<file path="src/rtl/sd_fifo_pkg.sv">
// Shared types and constants for the prefetch-FIFO sector reader.
package sd_fifo_pkg;

    // Sector reader control states.
    typedef enum logic [1:0] {
        ST_IDLE      = 2'd0,
        ST_REQ       = 2'd1,
        ST_XFER      = 2'd2,
        ST_WAIT_DONE = 2'd3
    } sd_state_t;

    localparam int SECTOR_BYTES   = 512;
    localparam int DEF_DATA_W     = 32;
    localparam int BYTES_PER_WORD = DEF_DATA_W / 8;

    // Number of bytes carried by one FIFO word of the given width.
    function automatic int bytes_per_word(input int data_w);
        return data_w / 8;
    endfunction

    // Width of a byte index into one word; kept at least 1 bit wide.
    function automatic int idx_width(input int data_w);
        return (data_w / 8 > 1) ? $clog2(data_w / 8) : 1;
    endfunction

endpackage

</file>
<file path="src/rtl/sd_word_byte_ser.sv">
// Word-to-byte serializer: holds one FIFO word and emits it MSB byte first.
// Handshakes: a beat transfers on either side only when its valid and ready
// are both high in the same cycle; ready may rise without valid.
module sd_word_byte_ser
    import sd_fifo_pkg::*;
#(
    parameter int DATA_W = 32
) (
    input  logic              clk,
    input  logic              rst,
    input  logic              en,
    input  logic              words_left,
    input  logic [DATA_W-1:0] in_data,
    input  logic              in_vld,
    output logic              in_rdy,
    output logic [7:0]        out_data,
    output logic              out_vld,
    input  logic              out_rdy,
    output logic              load,
    output logic              last_accept
);

    localparam int BPW   = bytes_per_word(DATA_W);
    localparam int IDX_W = idx_width(DATA_W);
    localparam logic [IDX_W-1:0] LAST_IDX = IDX_W'(BPW - 1);

    logic [DATA_W-1:0] word_buf;
    logic [IDX_W-1:0]  byte_idx;
    logic              buf_vld;
    logic              at_last;
    logic              accept;

    // Ready/valid glue: a new word is taken when the buffer is empty or its
    // last byte leaves this cycle, which keeps the byte stream bubble free.
    always_comb begin
        at_last     = (byte_idx == LAST_IDX);
        accept      = buf_vld & out_rdy;
        in_rdy      = en & words_left & (~buf_vld | (out_rdy & at_last));
        load        = in_rdy & in_vld;
        last_accept = accept & at_last;
        out_vld     = buf_vld;
    end

    // Byte select, most significant byte at index 0.
    always_comb begin
        out_data = '0;
        for (int i = 0; i < BPW; i++) begin
            if (int'(byte_idx) == i) begin
                out_data = word_buf[DATA_W-1-8*i -: 8];
            end
        end
    end

    // Word buffer, byte index and occupancy.
    always_ff @(posedge clk or posedge rst) begin
        if (rst) begin
            word_buf <= '0;
            byte_idx <= '0;
            buf_vld  <= 1'b0;
        end else if (load) begin
            word_buf <= in_data;
            byte_idx <= '0;
            buf_vld  <= 1'b1;
        end else if (accept) begin
            if (at_last) begin
                buf_vld <= 1'b0;
            end else begin
                byte_idx <= byte_idx + IDX_W'(1);
            end
        end
    end

endmodule

</file>
<file path="src/rtl/sd_fifo_sector_reader.sv">
// Drains the prefetch FIFO in sector-sized groups, issuing one SD write
// command per sector and streaming the sector's bytes to the write engine.
// Handshakes: fifo words move on fifo_rd_vld & fifo_rd_en, bytes move on
// out_vld & out_rdy; both readies may assert without the matching valid.
module sd_fifo_sector_reader
    import sd_fifo_pkg::*;
#(
    parameter int DATA_W       = 32,
    parameter int SECTOR_WORDS = 128,
    parameter int ADDR_W       = 32,
    parameter int CNT_W        = 16
) (
    input  logic              rd_clk,
    input  logic              rd_rst,
    input  logic              cfg_start,
    input  logic [ADDR_W-1:0] cfg_base_addr,
    input  logic [CNT_W-1:0]  cfg_sec_num,
    input  logic [DATA_W-1:0] fifo_rd_data,
    input  logic              fifo_rd_vld,
    output logic              fifo_rd_en,
    output logic              sd_wr_req,
    output logic [ADDR_W-1:0] sd_wr_addr,
    input  logic              sd_wr_ack,
    input  logic              sd_wr_done,
    output logic [7:0]        out_data,
    output logic              out_vld,
    input  logic              out_rdy,
    output logic              busy,
    output logic              done,
    output logic [1:0]        dbg_state
);

    localparam int WC_W = $clog2(SECTOR_WORDS + 1);

    sd_state_t         state;
    sd_state_t         state_nxt;
    logic [CNT_W-1:0]  sec_left;
    logic [WC_W-1:0]   word_cnt;
    logic [ADDR_W-1:0] addr_q;
    logic              done_q;
    logic              ser_en;
    logic              words_left;
    logic              ser_load;
    logic              ser_last_acc;

    sd_word_byte_ser #(
        .DATA_W (DATA_W)
    ) u_ser (
        .clk         (rd_clk),
        .rst         (rd_rst),
        .en          (ser_en),
        .words_left  (words_left),
        .in_data     (fifo_rd_data),
        .in_vld      (fifo_rd_vld),
        .in_rdy      (fifo_rd_en),
        .out_data    (out_data),
        .out_vld     (out_vld),
        .out_rdy     (out_rdy),
        .load        (ser_load),
        .last_accept (ser_last_acc)
    );

    // State register.
    always_ff @(posedge rd_clk or posedge rd_rst) begin
        if (rd_rst) begin
            state <= ST_IDLE;
        end else begin
            state <= state_nxt;
        end
    end

    // Next-state logic and state-decoded outputs.
    always_comb begin
        state_nxt  = state;
        ser_en     = 1'b0;
        sd_wr_req  = 1'b0;
        busy       = (state != ST_IDLE);
        words_left = (word_cnt != '0);
        case (state)
            ST_IDLE: begin
                if (cfg_start && (cfg_sec_num != '0)) begin
                    state_nxt = ST_REQ;
                end
            end
            ST_REQ: begin
                sd_wr_req = 1'b1;
                if (sd_wr_ack) begin
                    state_nxt = ST_XFER;
                end
            end
            ST_XFER: begin
                ser_en = 1'b1;
                if (!words_left && ser_last_acc) begin
                    state_nxt = ST_WAIT_DONE;
                end
            end
            ST_WAIT_DONE: begin
                if (sd_wr_done) begin
                    state_nxt = (sec_left == CNT_W'(1)) ? ST_IDLE : ST_REQ;
                end
            end
            default: begin
                state_nxt = ST_IDLE;
            end
        endcase
    end

    // Job bookkeeping: address, sectors left, words left in sector, done pulse.
    always_ff @(posedge rd_clk or posedge rd_rst) begin
        if (rd_rst) begin
            addr_q   <= '0;
            sec_left <= '0;
            word_cnt <= '0;
            done_q   <= 1'b0;
        end else begin
            done_q <= 1'b0;
            case (state)
                ST_IDLE: begin
                    if (cfg_start) begin
                        if (cfg_sec_num != '0) begin
                            addr_q   <= cfg_base_addr;
                            sec_left <= cfg_sec_num;
                        end else begin
                            done_q <= 1'b1;
                        end
                    end
                end
                ST_REQ: begin
                    if (sd_wr_ack) begin
                        word_cnt <= WC_W'(SECTOR_WORDS);
                    end
                end
                ST_XFER: begin
                    if (ser_load) begin
                        word_cnt <= word_cnt - WC_W'(1);
                    end
                end
                ST_WAIT_DONE: begin
                    if (sd_wr_done) begin
                        sec_left <= sec_left - CNT_W'(1);
                        if (sec_left == CNT_W'(1)) begin
                            done_q <= 1'b1;
                        end else begin
                            addr_q <= addr_q + ADDR_W'(1);
                        end
                    end
                end
                default: begin
                    done_q <= 1'b0;
                end
            endcase
        end
    end

    // Registered outputs brought to the ports.
    always_comb begin
        sd_wr_addr = addr_q;
        done       = done_q;
        dbg_state  = state;
    end

endmodule

</file>
<file path="config.mk">
export PLATFORM = sky130hd
export DESIGN_NAME = sd_fifo_sector_reader
export DESIGN_NICKNAME = d
export VERILOG_FILES = /design/src/rtl/sd_fifo_pkg.sv /design/src/rtl/sd_word_byte_ser.sv /design/src/rtl/sd_fifo_sector_reader.sv
export SDC_FILE = /design/constraint.sdc
export NUM_CORES = 1
export LEC_CHECK = 0
export ABC_AREA = 1
export ABC_CLOCK_PERIOD_IN_PS = 3050
export CAP_MARGIN = 20
export CORE_UTILIZATION = 60
export DETAILED_ROUTE_END_ITERATION = 10
export DONT_BUFFER_PORTS = 1
export HOLD_SLACK_MARGIN = 0.1
export PLACE_DENSITY = 0.77
export SETUP_SLACK_MARGIN = 0.1
export SYNTH_ARGS = -nofsm -noshare
export SYNTH_HDL_FRONTEND = slang
export SYNTH_SLANG_ARGS = --single-unit
</file>
<file path="constraint.sdc">
create_clock -name rd_clk -period 3.05 [get_ports rd_clk]
set_input_delay 0.305 -clock rd_clk [delete_from_list [all_inputs] [get_ports rd_clk]]
set_output_delay 0.305 -clock rd_clk [all_outputs]
set_load 0.05 [all_outputs]
</file>
==> results.cfg <==
[logic_synthesis]
synth-seq-cells = 94
syn_area_um2 = 6220
synth_cell_types = 33
syn_avg_cell_area_um2 = 6.63
yosys_warnings = 0
syn-num-nets = 1039
synth-edff-count = 0
synthFlopType = dfrtp_1
synth_seq_area_share_pct = 37.8
synth_cells = 938
async_flop_share_pct = 100

[drt]
drt-total-wl_um = 16100
drt_iter0_markers = 430
wl_per_cell_um = 14.6
num_vias = 6024
drc = 0
ant_nets = 0
drtPass1Iterations = 5
drt-vias-per-instance = 5.45

[worst_setup_path]
worstSetupPathType = register to output pin
worstPathArrival_ns = 2.24
start_kind = register
crit_path_end_kind = output pin
critPathMaxFanout = 13
worstPathRequired_ns = 2.74

[placed_design]
dp.cells = 1057
port_buffers = 0
globalplace.congestion = 0.880
place_area_um2 = 6320
dp_hpwl_um = 11200

[timing]
rsz0062_at_grt = false
period_needed_ns = 2.55
slew_headroom_pct = 54.3
setup_viol = 0
worst_pin_slew_ns = 0.686
tns_ns = 0
finClkSkew_ns = 0.0121
report.final.slew_viol_count = 0
hold_violations = 0
timing.fmax_mhz = 392
finalCritPeriodShare_pct = 83.6

[cts]
cts.sinks = 94
cts_tree = built
clock_latency_ns = 0.38
cts_max_path_buffers = 2
cts_resized = 0
htree_levels = 3
holdBufCountCts = 33
cts_buffers = 9
clk_pin_slew_ns = 0.10
cts-root-buf = clkbuf_8
post_cts_buffers = 0

[pwr]
ir_drop_mv = 1.07
powerDensity_nw_per_um2 = 1180
leakage_nw = 3.50

[global_routing]
grt_max_degree = 68
grt-ovfl-total = 0
grt_pass1_vias = 5729
grt_pass1_wl_um = 26700
grt_util_all_layers_pct = 30.8
antenna_found_initial = 0

[layout]
area_growth_pct = 9.98
antenna_cells = 0
fin_cells = 1106
nNetsFinal = 1070
nFillCells = 851
fin_util_pct = 69.0
stdcell_area_um2 = 6840
drive_gt1_share_pct = 8.02

[floorplanning]
fp.dieArea_um2 = 10800
die_y_um = 104
die_w_um = 104
core_area_um2 = 9910
pin_count = 134
start_util_pct = 62.7
row_count = 36

[flow_run]
drv_cap = 0

[status]
status = complete, no violations

[worst_hold_path]
hold_class = primary input to register
cells by family after synthesis:
group                    Yosys count  share of synthesized area, %
AND/OR/NAND/NOR                  565                          38.0
buffers and inverters            142                          9.90
AO/OA/AOI/OAI                    116                          10.4
flip-flops                        94                          37.8
adder cells (fa/ha/maj)           14                          2.82
XOR/XNOR                           7                         0.986
worst paths after layout:
check                                   from              to  slack (ns)  cells after the start
max                        u_ser.byte_idx[1]     out_data[3]        0.50                      8
min                        cfg_base_addr[17]  sd_wr_addr[17]        0.12                      4
max reg2reg                     dbg_state[1]   sd_wr_addr[4]        0.58                     10
min reg2reg                     sec_left[15]    sec_left[15]        0.49                      2
max in group asynchronous             rd_rst    dbg_state[1]        1.78                      3
min in group asynchronous             rd_rst  sd_wr_addr[27]        0.51                      2
synth_stat cells (all sizes together) (3+ instances only):
cell / n / area (µm²)
nand3: 82 / 438
inv: 110 / 420
nand2: 361 / 1360
o21bai: 5 / 37.5
o211ai: 7 / 52.6
nor3: 3 / 15.0
a21oi: 23 / 115
dfrtp: 94 / 2350
ha: 14 / 175
clkbuf: 15 / 56.3
or2: 16 / 100
o21ai: 78 / 424
buf: 16 / 134
xor2: 7 / 61.3
nand4: 4 / 31.3
nor2: 99 / 423
registers in the layout, indices dropped and copies added, names as in the netlist:
name	flops
u_ser.word_buf	32
u_ser.byte_idx	2
u_ser.out_vld	1
sec_left	16
sd_wr_addr	32
dbg_state	2
done	1
word_cnt	8
through the flow:
stage / worst slack, ns / hold slack, ns / total power [W]
6_report: 0.501 / 0.121 / 0.00808
5_1_grt: 0.312 / 0.110 / 0.00873
4_1_cts: 0.543 / 0.114 / 0.00803
3_5_place_dp: 0.640 / 0.338 / 0.00720
3_3_place_gp: 0.783 / 0.322 / 0.00702
2_1_floorplan: 0.296 / 0.441 / 0.00637
cell usage in the layout, fill, tap and decap left out, types with 3 or more instances in the layout:
master / n
a21oi_1: 23
buf_4: 17
clkbuf_8: 10
clkinv_2: 3
dfrtp_1: 94
dlygate4sd3_1: 34
ha_1: 13
inv_1: 104
inv_4: 4
nand2_1: 361
nand3_1: 78
nand3_2: 3
nand4_1: 3
nor2_1: 90
nor2_2: 5
nor2_4: 3
nor3_1: 3
o211ai_1: 7
o21ai_0: 60
o21ai_1: 9
o21ai_2: 9
o21bai_1: 5
or2_2: 15
xor2_1: 7
routing by layer:
metal  wire, µm  up-vias  global-route usage, %  part of all wire, %
met1       6870     2778                   39.1                   43
met4        242        0                   7.55                  1.5
met5          0        -                      0                    0
met2       7830      236                   52.7                   49
met3       1170       24                   7.74                  7.2
li1           -     2986                      -                    -
critical path: stages (launching register included):
cell and delay, ns:
dfrtp_1 0.39, inv_1 0.08, ha_1 0.25, inv_1 0.30, nand3_1 0.13, a21oi_1 0.19
a21oi_1 0.06, o21ai_1 0.22, buf_4 0.24
report_power, final:
group          internal (W)  switching, W
clock              0.000315      0.000476
combinational       0.00130       0.00280
sequential          0.00183       0.00135
total               0.00345       0.00463
layout make-up:
| class | instances | area [µm²] | area share [%] |
|---|---|---|---|
| Clock buffer | 10 | 138 | 2.01 |
| Clock inverter | 5 | 33.8 | 0.494 |
| Inverter | 111 | 428 | 6.26 |
| Multi-Input combinational cell | 702 | 3250 | 47.5 |
| Sequential cell | 94 | 2350 | 34.4 |
| Tap cell | 133 | 166 | 2.43 |
| Timing Repair Buffer | 51 | 468 | 6.84 |
(Power assumes the default switching activity.)
